## config.mk

```make
export PLATFORM = sky130hd
export DESIGN_NAME = serial_sub_ctrl
export DESIGN_NICKNAME = d
export VERILOG_FILES = /design/src/rtl/serial_sub_ctrl_pkg.sv /design/src/rtl/sub4_cin.sv /design/src/rtl/serial_sub_ctrl.sv
export SDC_FILE = /design/constraint.sdc
export NUM_CORES = 1
export LEC_CHECK = 0
export BUFFER_PORTS_ARGS = -buffer_cell sky130_fd_sc_hd__clkbuf_2
export CAP_MARGIN = 40
export CORE_MARGIN = 2
export CORE_UTILIZATION = 53
export DETAILED_ROUTE_END_ITERATION = 8
export PLACE_DENSITY = 0.76
export SETUP_SLACK_MARGIN = 0.1
export SYNTH_ARGS = -nofsm -noshare
export SYNTH_HDL_FRONTEND = slang
export SYNTH_SLANG_ARGS = --single-unit
```

## constraint.sdc

```tcl
create_clock -name CLK -period 3.2 [get_ports CLK]
set_clock_uncertainty 0.1 [all_clocks]
set_input_delay 0.48 -clock CLK [delete_from_list [all_inputs] [get_ports CLK]]
set_output_delay 0.48 -clock CLK [all_outputs]
set_load 0.03 [all_outputs]
```

## src/rtl/serial_sub_ctrl_pkg.sv

```systemverilog
// Shared arithmetic package for the serial subtractor.
// Holds the nibble width and the controller state encoding, so the
// datapath, the controller and any checker agree on both.
package serial_sub_ctrl_pkg;

  localparam int NIB_W = 4;

  typedef enum logic [1:0] {
    IDLE = 2'd0,
    RUN  = 2'd1,
    DONE = 2'd2
  } state_t;

endpackage

```

## src/rtl/sub4_cin.sv

```systemverilog
// 4-bit subtract-with-borrow datapath.
// Ports:
//   I0  - minuend nibble
//   I1  - subtrahend nibble
//   CIN - borrow in (active high)
//   O   - I0 + ~I1 + ~CIN, i.e. I0 - I1 - CIN modulo 16
// There is no carry-out; the caller derives the nibble borrow itself.
module sub4_cin
  import serial_sub_ctrl_pkg::*;
(
  input  logic [NIB_W-1:0] I0,
  input  logic [NIB_W-1:0] I1,
  input  logic             CIN,
  output logic [NIB_W-1:0] O
);

  assign O = I0 + ~I1 + {{(NIB_W-1){1'b0}}, ~CIN};

endmodule

```

## src/rtl/serial_sub_ctrl.sv

```systemverilog
// Serial multi-nibble subtractor controller.
// Computes O = I0 - I1 - BIN one nibble per cycle, LSB nibble first,
// through a single shared sub4_cin datapath.
//
// Handshake: a transfer happens on a rising CLK edge where the sender's
// VALID and the receiver's READY are both 1. IN_READY is 1 only in IDLE,
// OUT_VALID is 1 only in DONE; a result is consumed on a DONE edge with
// OUT_READY=1, and that same edge never accepts new operands.
//
// Ports:
//   CLK, RESET         - clock, synchronous active-high reset
//   I0, I1, BIN        - minuend, subtrahend, borrow-in
//   IN_VALID/IN_READY  - operand handshake
//   O, BOUT            - difference and final borrow-out
//   OUT_VALID/OUT_READY- result handshake
//   dbg_state          - current controller state for observation
module serial_sub_ctrl
  import serial_sub_ctrl_pkg::*;
#(
  parameter int NIBBLES = 4
) (
  input  logic                     CLK,
  input  logic                     RESET,
  input  logic [NIBBLES*NIB_W-1:0] I0,
  input  logic [NIBBLES*NIB_W-1:0] I1,
  input  logic                     BIN,
  input  logic                     IN_VALID,
  output logic                     IN_READY,
  output logic [NIBBLES*NIB_W-1:0] O,
  output logic                     BOUT,
  output logic                     OUT_VALID,
  input  logic                     OUT_READY,
  output state_t                   dbg_state
);

  state_t                   state, state_nxt;
  // One-hot nibble index: bit k set means nibble k is being processed.
  // Shifting avoids an incrementer and makes saturation trivial.
  logic [NIBBLES-1:0]       idx_oh;
  logic                     borrow;
  logic [NIBBLES*NIB_W-1:0] op0, op1, o_reg;
  logic                     bout_reg;

  logic [NIB_W-1:0]         nib_a, nib_b, nib_o;
  logic                     nib_bout;

  // Select the active nibble of the captured operands.
  always_comb begin
    nib_a = '0;
    nib_b = '0;
    for (int k = 0; k < NIBBLES; k++) begin
      if (idx_oh[k]) begin
        nib_a = op0[k*NIB_W +: NIB_W];
        nib_b = op1[k*NIB_W +: NIB_W];
      end
    end
  end

  sub4_cin u_sub4 (
    .I0  (nib_a),
    .I1  (nib_b),
    .CIN (borrow),
    .O   (nib_o)
  );

  // Datapath has no carry-out, so borrow is an explicit 5-bit compare.
  assign nib_bout = ({1'b0, nib_a} < ({1'b0, nib_b} + {{NIB_W{1'b0}}, borrow}));

  always_comb begin
    state_nxt = state;
    IN_READY  = 1'b0;
    OUT_VALID = 1'b0;
    case (state)
      IDLE: begin
        IN_READY = 1'b1;
        if (IN_VALID) state_nxt = RUN;
      end
      RUN: begin
        if (idx_oh[NIBBLES-1]) state_nxt = DONE;
      end
      DONE: begin
        OUT_VALID = 1'b1;
        if (OUT_READY) state_nxt = IDLE;
      end
      default: state_nxt = IDLE;
    endcase
  end

  always_ff @(posedge CLK) begin
    if (RESET) state <= IDLE;
    else       state <= state_nxt;
  end

  always_ff @(posedge CLK) begin
    if (RESET) begin
      idx_oh   <= NIBBLES'(1);
      borrow   <= 1'b0;
      op0      <= '0;
      op1      <= '0;
      o_reg    <= '0;
      bout_reg <= 1'b0;
    end else begin
      case (state)
        IDLE: begin
          if (IN_VALID) begin
            op0    <= I0;
            op1    <= I1;
            borrow <= BIN;
            idx_oh <= NIBBLES'(1);
          end
        end
        RUN: begin
          for (int k = 0; k < NIBBLES; k++) begin
            if (idx_oh[k]) o_reg[k*NIB_W +: NIB_W] <= nib_o;
          end
          borrow <= nib_bout;
          if (idx_oh[NIBBLES-1]) bout_reg <= nib_bout;
          else                   idx_oh   <= idx_oh << 1;
        end
        default: ;
      endcase
    end
  end

  assign O         = o_reg;
  assign BOUT      = bout_reg;
  assign dbg_state = state;

endmodule

```

==> flow_summary_export.csv <==
group,metric,value,unit
cells_and_area,syn_to_final_growth,15.3,%
placement,place_inst,399,
cells_and_area,multi_input_comb_area,1290,um2
cells_and_area,fillers,428,
detailed_routing,viasPerCell,5.41,
detailed_routing,drt-initial-drc-count,118,
detailed_routing,ant_nets,0,
placement,place_hpwl,4190,um
yosys,async_reset_ff_frac,0,
sta,tns,0,ns
cells_and_area,nets,398,
power_and_ir_drop,pwr-share-clk,0.318,
clock_tree,cts_buffers,5,
power_and_ir_drop,p_int,1130,uW
yosys,yosysSeqAreaShare,0.438,
die,io-pin-count,58,
yosys,synth_top_cell_area_share,0.438,
global_routing,grt_max_degree,33,
power_and_ir_drop,pwr-share-comb,0.192,
critical_path,cp.arrival,2.95,ns
die,die-area,5400,um2
power_and_ir_drop,ir_drop,0.310,mV
yosys,synth.distinct_cells,43,
sta,hold_violations,0,
yosys,synth-edff-count,0,
yosys,syn_nets,351,
run,maxCapViolCount,0,
sta,slew_headroom,0.550,
clock_tree,clkTransAtPathRegs,0.10,ns
clock_tree,cts.sinks,56,
clock_tree,tritoncts,"built",
clock_tree,htreeDepth,2,
yosys,synthTopCellsByArea,"dfxtp_1 (44%), nand2_1 (11%), a21oi_1 (7.8%)",
sta,worst_slack,0.331,ns
power_and_ir_drop,netSwitchingFraction,0.273,
yosys,synth-main-ff-cell,"dfxtp_1",
critical_path,crit_start,"idx_oh[0]",
clock_tree,cts.path.max_buffers,2,
global_routing,first_global_vias,2019,
die,start_util,0.545,
global_routing,grt_pass1_wl,9380,um
global_routing,antenna_found_initial,0,
min_path,min_from,"I1[10]",
sta,rsz0062_at_grt,"yes",
die,coreArea,4690,um2
placement,io_buffer_count,57,
yosys,syn_avg_cell_area,8.39,um2
sta,finalSetupViolations,0,
detailed_routing,detail_route.wl_per_cell,13.9,um
detailed_routing,route.detailed.drc,0,
yosys,ys_ff_latch,56,
sta,final-max-slew-violation-count,0,
critical_path,path_class,"reg -> reg",
sta,max_freq,349,MHz
yosys,syn_area,2560,um2
sta,period_share,0.896,
detailed_routing,wl,5680,um
critical_path,crit_fanout,8,
critical_path,worstPathRequired,3.28,ns
critical_path,critPathCaptureType,"flip-flop",
sta,fin_crit,2.87,ns
power_and_ir_drop,cellLeakagePower,0.00124,uW
yosys,syn_inst,305,
critical_path,r2r-start,"idx_oh[0]",
cells_and_area,drive_gt1_frac,0.224,
clock_tree,clkLatencyLatePin,0.31,ns
yosys,post-synth-top-count-cell,"nand2_1",
detailed_routing,drtPass1Iterations,5,
cells_and_area,regArea,1120,um2
clock_tree,cts_setup_buffers,0,
critical_path,setup.worst_path.start_class,"flip-flop",
power_and_ir_drop,power_density,529,nW/um2
global_routing,grt.total_usage,0.224,
global_routing,grt-ovfl-total,0,
die,die_w,73.5,um
yosys,synth_commonest_cells,"nand2_1 (73), dfxtp_1 (56), a21oi_1 (40)",
yosys,yosys_warnings,0,
placement,post-place-ws,0.177,ns
cells_and_area,stdcell_count,407,
status,outcome,"finished clean",
sta,tightest_slew,0.676,ns
power_and_ir_drop,switchingPower,426,uW
die,die_h,73.5,um
detailed_routing,vias,2201,
power_and_ir_drop,power_frac_seq,0.490,
die,rows,25,
yosys,yosys.area.top_type,"dfxtp_1",
placement,gp_congestion,0.813,
min_path,hold_path_class,"in -> reg",
cells_and_area,num_antenna_cells,0,
clock_tree,cts_root_buf,"clkbuf_8",
[layer usage]
layer  GRT usage  up-vias  part of all wire
li1            -     1128                 -
met1       0.297     1005              0.47
met2       0.378       64              0.48
met3      0.0412        4             0.049
met4      0.0545        0            0.0074
met5           0        -                 0
[power groups by stage]
stage               clock network (uW)  registers, uW  logic (uW)
floorplan                            0            788         206
CTS                                506            764         300
global route                       535            769         336
finish                             496            764         300
global placement                     0            779         288
detailed placement                   0            780         297
[cell type report]
type,instances,area share
multi-input combinational,222,0.437
sequential,56,0.380
timing repair buffer,61,0.109
clock buffer,7,0.0327
tap,54,0.0229
clock inverter,1,0.0102
inverter,6,0.00763
[final timing paths]
check / cells after the start / slack (ns) / endpoint
setup / recovery: 14 / 0.33 / borrow
hold / removal: 3 / 0.28 / op1[10]
setup reg to reg: 14 / 0.33 / borrow
hold reg to reg: 2 / 0.36 / op0[6]
[state kept, by name, summed over array words and instances (netlist names)]
name and count:
O 16, op0 16, op1 16, idx_oh 4
dbg_state 2, BOUT 1, borrow 1
[cell usage in the layout, fill, tap and decap left out, drive strengths merged, types with 2 or more instances in the layout]
master and n:
dfxtp 56, nand3b 3, and2 7, xnor2 2
o21a 2, fa 2, nor2 26, a21oi 40
a22oi 5, inv 6, ha 7, o31ai 2
a221oi 4, mux2i 3, a211oi 14, o211a 2
clkbuf 64, or2 2, nand2b 4, nand2 73
nor2b 5, o22ai 3, o21ai 6, buf 4
[timing repair]
| item | CTS | global route |
|---|---|---|
| hold buffers | 0 | 0 |
| setup endpoints to repair | 0 | 6 |
| hold endpoints to repair | 0 | 0 |
| gates resized for setup | 0 | 3 |
[critical path, cell delays in order, from the launching register on]
cell,delay [ns]
dfxtp_1,0.40
nor2b_4,0.26
a22oi_1,0.09
nor2_1,0.12
a21oi_1,0.05
o21ai_1,0.21
ha_1,0.21
ha_1,0.19
xnor2_1,0.09
ha_1,0.30
o21ai_0,0.08
nand2b_1,0.07
a21oi_1,0.07
a311oi_1,0.34
o22ai_1,0.15
[stage by stage]
stage           util  total power (uW)  area, um2  hold slack, ns
5_1_grt        0.629              1640       2950           0.283
2_1_floorplan      -               993       2560           0.332
3_5_place_dp   0.602              1080       2820           0.344
6_report       0.629              1560       2950           0.276
3_3_place_gp   0.598              1070       2810           0.340
4_1_cts        0.629              1570       2950           0.273
[logic make-up (layout without fill, tap and decap cells)]
logic type / count (synthesis) / in the layout / synth area share
buffers and inverters: 27 / 75 / 0.0582
AO/OA/AOI/OAI: 82 / 82 / 0.211
AND/OR/NAND/NOR: 124 / 124 / 0.212
XOR/XNOR: 4 / 4 / 0.0196
multiplexers: 3 / 3 / 0.0117
adder cells (fa/ha/maj): 9 / 9 / 0.0499
flip-flops: 56 / 56 / 0.438
(Power assumes the default switching activity.)
